### config.mk
export PLATFORM = sky130hd
export DESIGN_NAME = ex_muldiv_unit
export DESIGN_NICKNAME = d
export VERILOG_FILES = /design/src/rtl/rv32_pkg.sv /design/src/rtl/muldiv_operand_prep.sv /design/src/rtl/ex_muldiv_unit.sv
export SDC_FILE = /design/constraint.sdc
export NUM_CORES = 1
export LEC_CHECK = 0
export ABC_CLOCK_PERIOD_IN_PS = 8300
export CAP_MARGIN = 20
export CORE_MARGIN = 8
export CORE_UTILIZATION = 45
export CTS_BUF_LIST = sky130_fd_sc_hd__clkbuf_16
export DETAILED_ROUTE_END_ITERATION = 7
export PLACE_DENSITY = 0.69
export SLEW_MARGIN = 10
export SYNTH_ARGS = -nofsm -noshare
export SYNTH_HDL_FRONTEND = slang
export SYNTH_HIERARCHICAL = 1
export SYNTH_SLANG_ARGS = --single-unit
### constraint.sdc
create_clock -name clk -period 8.3 [get_ports clk]
set_input_delay 2.075 -clock clk [delete_from_list [all_inputs] [get_ports clk]]
set_output_delay 2.075 -clock clk [all_outputs]
set_load 0.03 [all_outputs]
### src/rtl/rv32_pkg.sv
// Shared RV32 definitions for the M-extension execute unit: operand width,
// funct3/funct7 encodings and the multiply/divide sequencer states.
package rv32_pkg;

   localparam int XLEN  = 32;
   localparam int CNT_W = 5;

   localparam logic [6:0] FUNCT7_MULDIV = 7'b0000001;

   localparam logic [2:0] F3_MUL    = 3'b000;
   localparam logic [2:0] F3_MULH   = 3'b001;
   localparam logic [2:0] F3_MULHSU = 3'b010;
   localparam logic [2:0] F3_MULHU  = 3'b011;
   localparam logic [2:0] F3_DIV    = 3'b100;
   localparam logic [2:0] F3_DIVU   = 3'b101;
   localparam logic [2:0] F3_REM    = 3'b110;
   localparam logic [2:0] F3_REMU   = 3'b111;

   typedef enum logic [1:0] {
      ST_IDLE = 2'd0,
      ST_RUN  = 2'd1,
      ST_FIX  = 2'd2,
      ST_DONE = 2'd3
   } md_state_e;

endpackage

### src/rtl/muldiv_operand_prep.sv
// Operand conditioning for the iterative multiplier/divider: turns signed
// operands into magnitudes and reports which results need negating afterwards.
module muldiv_operand_prep import rv32_pkg::*; (
   input  logic [XLEN-1:0] rs1_i,
   input  logic [XLEN-1:0] rs2_i,
   input  logic [2:0]      funct3_i,
   output logic [XLEN-1:0] mag_a_o,
   output logic [XLEN-1:0] mag_b_o,
   output logic            neg_res_o,
   output logic            neg_rem_o
);

   logic signed_a;
   logic signed_b;
   logic neg_a;
   logic neg_b;

   // Signedness per operation, then magnitude and result-sign derivation.
   // MUL keeps both operands unsigned: its low word does not depend on sign.
   always_comb begin
      signed_a  = (funct3_i == F3_MULH) || (funct3_i == F3_MULHSU) ||
                  (funct3_i == F3_DIV)  || (funct3_i == F3_REM);
      signed_b  = (funct3_i == F3_MULH) || (funct3_i == F3_DIV) ||
                  (funct3_i == F3_REM);
      neg_a     = signed_a && rs1_i[XLEN-1];
      neg_b     = signed_b && rs2_i[XLEN-1];
      mag_a_o   = neg_a ? (-rs1_i) : rs1_i;
      mag_b_o   = neg_b ? (-rs2_i) : rs2_i;
      // Product/quotient sign is the XOR of operand signs; the remainder
      // takes the sign of the dividend.
      neg_res_o = neg_a ^ neg_b;
      neg_rem_o = neg_a;
   end

endmodule

### src/rtl/ex_muldiv_unit.sv
// RV32M execute unit. Iterates one bit per cycle (shift-add multiply,
// restoring divide), applies sign correction in a final FIX cycle and pulses
// done with the result. busy stalls the front of the pipeline meanwhile.
//
// Handshake: start is only sampled in IDLE with flush low; busy is high
// combinationally from that cycle through FIX; done is a single-cycle pulse
// in DONE during which result/resultRegisterIndex are valid (and they hold
// afterwards). flush wins over everything and suppresses done.
module ex_muldiv_unit import rv32_pkg::*; (
   input  logic        clk,
   input  logic        resetN,
   input  logic        start,
   input  logic        flush,
   input  logic [31:0] exLHSRegisterValue,
   input  logic [31:0] exRHSRegisterValue,
   input  logic [2:0]  exFunct3,
   input  logic [4:0]  exWriteRegisterIndex,
   output logic        busy,
   output logic        done,
   output logic [31:0] result,
   output logic [4:0]  resultRegisterIndex
);

   localparam logic [CNT_W-1:0] LAST_COUNT = CNT_W'(XLEN - 1);

   md_state_e          state_q, state_d;
   logic [CNT_W-1:0]   count_q, count_d;
   logic [2:0]         funct3_q, funct3_d;
   logic [4:0]         rd_q, rd_d;
   logic [XLEN-1:0]    mag_b_q, mag_b_d;
   // Multiply: {partial high, multiplier shifting out}.
   // Divide:   {partial remainder, dividend shifting into quotient}.
   logic [2*XLEN-1:0]  acc_q, acc_d;
   logic               neg_res_q, neg_res_d;
   logic               neg_rem_q, neg_rem_d;
   logic [XLEN-1:0]    result_q, result_d;
   logic [4:0]         res_rd_q, res_rd_d;

   logic [XLEN-1:0]    prep_mag_a;
   logic [XLEN-1:0]    prep_mag_b;
   logic               prep_neg_res;
   logic               prep_neg_rem;

   logic               div_zero;
   logic               div_ovf;
   logic               fast_path;
   logic [XLEN-1:0]    fast_value;

   logic [XLEN:0]      mul_sum;
   logic [2*XLEN-1:0]  mul_next;
   logic [XLEN:0]      div_trial;
   logic [XLEN:0]      div_diff;
   logic               div_ge;
   logic [2*XLEN-1:0]  div_next;

   logic [2*XLEN-1:0]  prod_fix;
   logic [XLEN-1:0]    quot_fix;
   logic [XLEN-1:0]    rem_fix;
   logic [XLEN-1:0]    fix_value;

   muldiv_operand_prep u_prep (
      .rs1_i     (exLHSRegisterValue),
      .rs2_i     (exRHSRegisterValue),
      .funct3_i  (exFunct3),
      .mag_a_o   (prep_mag_a),
      .mag_b_o   (prep_mag_b),
      .neg_res_o (prep_neg_res),
      .neg_rem_o (prep_neg_rem)
   );

   // Divide-by-zero and signed overflow finish immediately with fixed results.
   always_comb begin
      div_zero   = exFunct3[2] && (exRHSRegisterValue == '0);
      div_ovf    = exFunct3[2] && !exFunct3[0] &&
                   (exLHSRegisterValue == 32'h8000_0000) &&
                   (exRHSRegisterValue == 32'hFFFF_FFFF);
      fast_path  = div_zero || div_ovf;
      if (div_zero) fast_value = exFunct3[1] ? exLHSRegisterValue : '1;
      else          fast_value = exFunct3[1] ? '0 : 32'h8000_0000;
   end

   // One iteration step of both datapaths; RUN picks one by funct3.
   // The remainder invariant (rem < divisor) keeps the difference in 32 bits
   // when the trial succeeds, so its top bit doubles as the borrow.
   always_comb begin
      mul_sum   = {1'b0, acc_q[2*XLEN-1:XLEN]} +
                  {1'b0, (acc_q[0] ? mag_b_q : {XLEN{1'b0}})};
      mul_next  = {mul_sum, acc_q[XLEN-1:1]};
      div_trial = {acc_q[2*XLEN-1:XLEN], acc_q[XLEN-1]};
      div_diff  = div_trial - {1'b0, mag_b_q};
      div_ge    = !div_diff[XLEN];
      div_next  = div_ge ? {div_diff[XLEN-1:0], acc_q[XLEN-2:0], 1'b1}
                         : {div_trial[XLEN-1:0], acc_q[XLEN-2:0], 1'b0};
   end

   // Sign correction and word selection for the FIX cycle.
   always_comb begin
      prod_fix = neg_res_q ? (-acc_q) : acc_q;
      quot_fix = neg_res_q ? (-acc_q[XLEN-1:0]) : acc_q[XLEN-1:0];
      rem_fix  = neg_rem_q ? (-acc_q[2*XLEN-1:XLEN]) : acc_q[2*XLEN-1:XLEN];
      case (funct3_q)
         F3_MUL:                       fix_value = prod_fix[XLEN-1:0];
         F3_MULH, F3_MULHSU, F3_MULHU: fix_value = prod_fix[2*XLEN-1:XLEN];
         F3_DIV, F3_DIVU:              fix_value = quot_fix;
         default:                      fix_value = rem_fix;
      endcase
   end

   // Sequencer next-state and datapath register updates.
   always_comb begin
      state_d   = state_q;
      count_d   = count_q;
      funct3_d  = funct3_q;
      rd_d      = rd_q;
      mag_b_d   = mag_b_q;
      acc_d     = acc_q;
      neg_res_d = neg_res_q;
      neg_rem_d = neg_rem_q;
      result_d  = result_q;
      res_rd_d  = res_rd_q;
      if (flush) begin
         state_d = ST_IDLE;
      end else begin
         case (state_q)
            ST_IDLE: begin
               if (start) begin
                  funct3_d  = exFunct3;
                  rd_d      = exWriteRegisterIndex;
                  mag_b_d   = prep_mag_b;
                  acc_d     = {{XLEN{1'b0}}, prep_mag_a};
                  neg_res_d = prep_neg_res;
                  neg_rem_d = prep_neg_rem;
                  count_d   = '0;
                  if (fast_path) begin
                     result_d = fast_value;
                     res_rd_d = exWriteRegisterIndex;
                     state_d  = ST_DONE;
                  end else begin
                     state_d  = ST_RUN;
                  end
               end
            end
            ST_RUN: begin
               acc_d   = funct3_q[2] ? div_next : mul_next;
               count_d = count_q + 1'b1;
               if (count_q == LAST_COUNT) state_d = ST_FIX;
            end
            ST_FIX: begin
               result_d = fix_value;
               res_rd_d = rd_q;
               state_d  = ST_DONE;
            end
            ST_DONE: begin
               state_d = ST_IDLE;
            end
            default: begin
               state_d = ST_IDLE;
            end
         endcase
      end
   end

   // State and datapath registers, cleared by the asynchronous reset.
   always_ff @(posedge clk or negedge resetN) begin
      if (!resetN) begin
         state_q   <= ST_IDLE;
         count_q   <= '0;
         funct3_q  <= '0;
         rd_q      <= '0;
         mag_b_q   <= '0;
         acc_q     <= '0;
         neg_res_q <= 1'b0;
         neg_rem_q <= 1'b0;
         result_q  <= '0;
         res_rd_q  <= '0;
      end else begin
         state_q   <= state_d;
         count_q   <= count_d;
         funct3_q  <= funct3_d;
         rd_q      <= rd_d;
         mag_b_q   <= mag_b_d;
         acc_q     <= acc_d;
         neg_res_q <= neg_res_d;
         neg_rem_q <= neg_rem_d;
         result_q  <= result_d;
         res_rd_q  <= res_rd_d;
      end
   end

   // Stall and completion outputs; both are killed by flush in the same cycle.
   always_comb begin
      busy = !flush && (((state_q == ST_IDLE) && start) ||
                        (state_q == ST_RUN) || (state_q == ST_FIX));
      done = !flush && (state_q == ST_DONE);
      result              = result_q;
      resultRegisterIndex = res_rd_q;
   end

endmodule

==> After elaboration in Yosys (flattened, before gate mapping) <==
Index checks and enable logic that the tools add are counted.
{ "word_totals": {"regBits": 150, "input_bits": 76, "out_inout_bits": 39, "word_cells": 96} }
{ "op_classes": {"addsub": 8, "eq_ne": 19, "muxes": 27, "bitwise_logic": 2, "reduce_logical": 30} }
{ "ops": {"columns": ["op", "n"], "rows": [
  ["32-bit 2-to-1 mux", 10],
  ["64-bit 2-to-1 mux", 4],
  ["32-bit negation", 4],
  ["64-bit one-hot mux with 2 select lines", 1],
  ["32-bit one-hot mux with 3 select lines", 1],
  ["32-bit == test, second input constant", 2],
  ["64-bit negation", 1],
  ["32-bit one-hot mux with 2 select lines", 1],
  ["32-bit by 32-bit adder with 33-bit output", 1],
  ["33-bit by 32-bit subtractor with 33-bit output", 1],
  ["32-bit zero test", 1],
  ["5-bit one-hot mux with 2 select lines", 2],
  ["5-bit 2-to-1 mux", 3],
  ["3-bit == test, second input constant", 4],
  ["3-bit by 2-bit == test with 1-bit output, second input constant", 3],
  ["1-bit logical AND", 9],
  ["1-bit logical OR", 8],
  ["2-bit 2-to-1 mux", 4],
  ["2-bit one-hot mux with 4 select lines", 1],
  ["3-bit by 1-bit == test with 1-bit output, second input constant", 2],
  ["3-bit != test, second input constant", 2],
  ["3-bit AND reduction", 2],
  ["5-bit by 1-bit adder with 5-bit output, second input constant", 1],
  ["5-bit == test, second input constant", 1],
  ["other kinds (13)", 17]
]} }

==> Longest topological paths before layout <==
{ "depth": {"ltp_word": 9, "depth_mapped": 15} }

==> By module <==
Netlist, hierarchy kept.
{ "by_module_without_submodules": {"columns": ["mod", "instances", "cells_per_inst", "area_each_um2", "seq_area_each_um2"], "rows": [
  ["ex_muldiv_unit", 1, 1690, 13356.6, 3753.6],
  ["muldiv_operand_prep", 1, 203, 1408.9, 0.0]
]} }

==> Worst setup path before layout <==
Ideal clock, no wire load.
{ "synth_timing": {"kind": "input-to-output", "startpoint": "input port flush", "endpoint": "output port busy", "t_arrival_ns": 2.784, "required_ns": 6.225, "path_slack_ns": 3.441, "cell_stages": 2, "n_path_buf": 1, "path_cell_list": "clkbuf_1 > a31oi_1"} }
{ "synth_via": {"elab_chain_len": 2} }
{ "synth_lines": {"columns": ["element", "line", "text"], "rows": [
  ["start, declared", "ex_muldiv_unit.sv:13", "input logic flush,"],
  ["1-bit zero test", "ex_muldiv_unit.sv:192", "busy = !flush && (((state_q == ST_IDLE) && start) ||"],
  ["1-bit logical AND", "ex_muldiv_unit.sv:192", null],
  ["end, declared", "ex_muldiv_unit.sv:18", "output logic busy,"]
]} }
No other way between the ends.

==> Worst setup path after layout <==
{ "layout_timing": {"startpoint": "input port exRHSRegisterValue[9]", "endpoint": "register result_q[22] (netlist: result[22])"} }
{ "layout_via": {"elab_chain_len": 6, "word_cells_on_any_way": 11} }
{ "layout_lines": {"columns": ["element", "line", "text"], "rows": [
  ["start, declared", "ex_muldiv_unit.sv:15", "input logic [31:0] exRHSRegisterValue,"],
  ["32-bit zero test", "ex_muldiv_unit.sv:73", "div_zero = exFunct3[2] && (exRHSRegisterValue == '0);"],
  ["1-bit logical AND", "ex_muldiv_unit.sv:73", null],
  ["32-bit 2-to-1 mux", "ex_muldiv_unit.sv:78", "if (div_zero) fast_value = exFunct3[1] ? exLHSRegisterValue : '1;"],
  ["32-bit 2-to-1 mux", "ex_muldiv_unit.sv:134", "if (fast_path) begin"],
  ["32-bit 2-to-1 mux", "ex_muldiv_unit.sv:126", "if (start) begin"],
  ["32-bit one-hot mux with 2 select lines", "ex_muldiv_unit.sv:124", "case (state_q)"],
  ["end signal, assigned", "ex_muldiv_unit.sv:185", "result_q <= result_d;"],
  ["end, declared", "ex_muldiv_unit.sv:36", "logic [XLEN-1:0] result_q, result_d;"]
]} }
Several ways; a longest one is shown, not always the timed one. The select of a mux whose other input is x is not followed.
A chain may end at the register's enable or synchronous reset.

==> reports/qor.yml <==
outcome:
  status: "completed"
setup_path:
  crit_type: "primary input to register"
  arrival_ns: 6.27
  slowest_delay_ns: 0.93
  crit_slowest_cell: "nor4_1"
  end_kind: "register"
  critPathRequiredTime_ns: 8.67
  ff2ff_setup_slack_ns: 3.80
  startpoint_type: "primary input"
  critPathMaxFanout: 28
  cp_cell_sequence: "clkdlybuf4s50_1 > nand4_1 > nor4_1 > nand4_1 > nor3_1 > o211ai_1 > a21oi_2 > buf_4 > nand2_1 > a221oi_1 > o21ai_0 > o211ai_1"
synthesis:
  yosysMostFrequentCell: "nor2_1"
  ys_types: 91
  synthArstFlopShare_pct: 100
  synth_warnings: 6
  synth_top_area_share_pct: 25.4
  synth_largest_area_cell: "dfrtp_1"
  synth_area_mm2: 0.0148
  syn-num-nets: 2045
  synth_edf_count: 0
  synth-compound-area-share_pct: 25.6
  synth_flop_cell: "dfrtp_1"
  synth_area_per_cell_um2: 7.80
  synth_top_family_by_area: "compound AO/OA/AOI/OAI gates"
  muxShareOfSynthArea_pct: 6.44
  synth-xor-area-share_pct: 11.5
  ys_seq_area_share_pct: 25.4
  synthTopCellsByCount: "nor2_1 (189), o21ai_0 (186), nand2_1 (163)"
  synthCells: 1893
  post_synth_and_or_nand_nor_area_fraction_pct: 19.3
  ys_seq_elements: 150
  synth.area.top_cells: "dfrtp_1 (25%), xnor2_1 (7.1%), o21ai_0 (6.3%)"
  yosys.area_share.adder_pct: 6.54
die:
  die_w_um: 197
  row_count: 66
  boundaryPins: 115
  fp.dieArea_mm2: 0.0389
  start_util_pct: 45.5
  die_h_um: 197
  core_area_mm2: 0.0325
pwr:
  swShare_pct: 52.0
  p_comb_share_pct: 65.3
  p_leak_nw: 6.84
  peakVddDrop_mv: 0.220
  powerDensity_mw_per_mm2: 405
  p_sw_mw: 3.53
  intPower_mw: 3.25
  seq_power_share_pct: 22.7
  clock_power_share_pct: 12.0
  power_mw: 6.79
detailed_routing:
  vias: 14900
  drcViolationCount: 0
  drt_wl_total_um: 51500
  firstDrtPassIters: 8
  final_antenna_net_count: 0
  routed_via_density: 6.24
  drt-initial-drc-count: 1560
  wire_per_inst_um: 21.6
clock_network:
  hold_buffers: 0
  clkTransAtPathRegs_ns: 0.07
  clkLatencyLatePin_ns: 0.45
  cts_setup_buffers: 0
  cts_tree: "yes"
  clock-sinks: 150
  cts_buffers: 17
  h-tree-depth: 4
  clockBufferDepth: 2
  cts_root_buf: "clkbuf_16"
  cts-resized-gates: 0
placed_design:
  placedCellCount: 2354
  pre_cts_slack_ns: 2.06
  dpl.hpwl_um: 38500
  io_buffers: 114
  gp_congestion: 0.955
global_route:
  grtUsageTotal_pct: 26.0
  grt_pass1_vias: 14200
  grt_pass1_wl_um: 80700
  antenna_found_initial: 0
  grt-ovfl-total: 0
  grt_max_degree: 88
layout:
  post_route_cells_drive_above_1_share_pct: 7.61
  diodes: 0
  finalNonFillerCells: 2387
  area_growth_pct: 13.5
  fill_cells: 3134
  nets: 2084
timing:
  finalSetupViolations: 0
  slew_viol_final: 0
  relSlewSlack_pct: 28.1
  finalWorstSetupSlack_ns: 2.40
  max_freq_ghz: 0.169
  hold_viol: 0
  fin_crit_sh_pct: 71.1
  worstMarginPinSlew_ns: 1.07
  hold_slack_ns: 0.485
  rsz0062_at_grt: "no"
  skew_ns: 0.0188
  setup_tns_ns: 0
  period_minus_slack_ns: 5.90
flow_run:
  maxCapViolations: 0
min_path:
  hold_path.class: "register to register"
[power by group through the flow]
stage | clock [mW] | sequential (mW) | combinational [mW]
after floorplan | 0 | 1.41 | 3.20
after global placement | 0 | 1.52 | 4.26
after detailed placement | 0 | 1.54 | 4.33
after CTS | 0.826 | 1.53 | 4.35
after global routing | 0.853 | 1.58 | 4.81
final | 0.818 | 1.54 | 4.43
[worst paths after layout]
kind,start,endpoint,depth (start not counted)
worst max-delay path,exRHSRegisterValue[9],result[22],12
worst max register to register,acc_q[31],acc_q[46],13
worst min register to register,result[13],result[13],2
worst min-delay path,result[13],result[13],2
max in group asynchronous,resetN,mag_b_q[6],2
min in group asynchronous,resetN,result[5],1
[cell type report]
class	count	area (um2)	area share, %
timing repair buffer	137	1320	7.88
sequential	150	3750	22.4
clock inverter	15	166	0.993
clock buffer	17	425	2.54
tap	442	553	3.30
inverter	71	267	1.59
multi-input combinational	1555	10300	61.3
[cell families (layout without fill, tap and decap cells)]
kind of cell	Yosys count	after routing
buffers and inverters	188	240
flip-flops	150	150
multiplexers	89	89
XOR/XNOR	193	193
AO/OA/AOI/OAI	607	607
adder cells (fa/ha/maj)	76	76
AND/OR/NAND/NOR	590	590
[metrics by stage]
step	utilization, %	instance area [um2]
finish	51.6	16800
global route	51.6	16800
CTS	51.6	16700
detailed placement	49.8	16200
global placement	49.8	16100
floorplan	-	14800
[critical path, delay by kind of cell]
kind | cells | cell delay (ns)
buf+inv | 2 | 0.93
simple gates | 5 | 2.21
compound gates | 5 | 1.03
[per-layer routing]
layer  track usage (%)  vias up  wire length, um
li1                  -     6946                -
met1              35.9     7215            22800
met2              40.5      635            23100
met3              3.85       93             3970
met4              10.1        0             1570
met5                 0        -                0
[sequential cells by signal, indices dropped and copies added, names as in the netlist]
signal               flops
neg_rem_q                1
count_q                  5
state_q                  2
funct3_q                 3
neg_res_q                1
resultRegisterIndex      5
acc_q                   64
result                  32
rd_q                     5
mag_b_q                 32
[layout by cell type (no fill, tap or decap), types with 10 or more instances in the layout]
cell	count
buf_4	21
nor4_1	27
o21ai_1	25
nor2b_1	15
xor2_1	73
xnor2_1	119
ha_1	74
nand2_1	163
or4_1	14
mux2i_1	41
o31ai_1	26
or2_2	10
o21ai_0	186
a22oi_1	18
or3_1	25
a211oi_1	14
dfrtp_1	149
a21oi_1	153
nor2_1	189
o221ai_1	15
a31oi_1	27
nor3_1	33
nand4_1	24
nand3_1	29
nand2b_1	18
a21o_1	29
clkdlybuf4s50_1	113
o21a_1	12
inv_1	68
clkbuf_16	17
o22ai_1	12
o21bai_1	10
mux2_2	48
(Power assumes the default switching activity.)
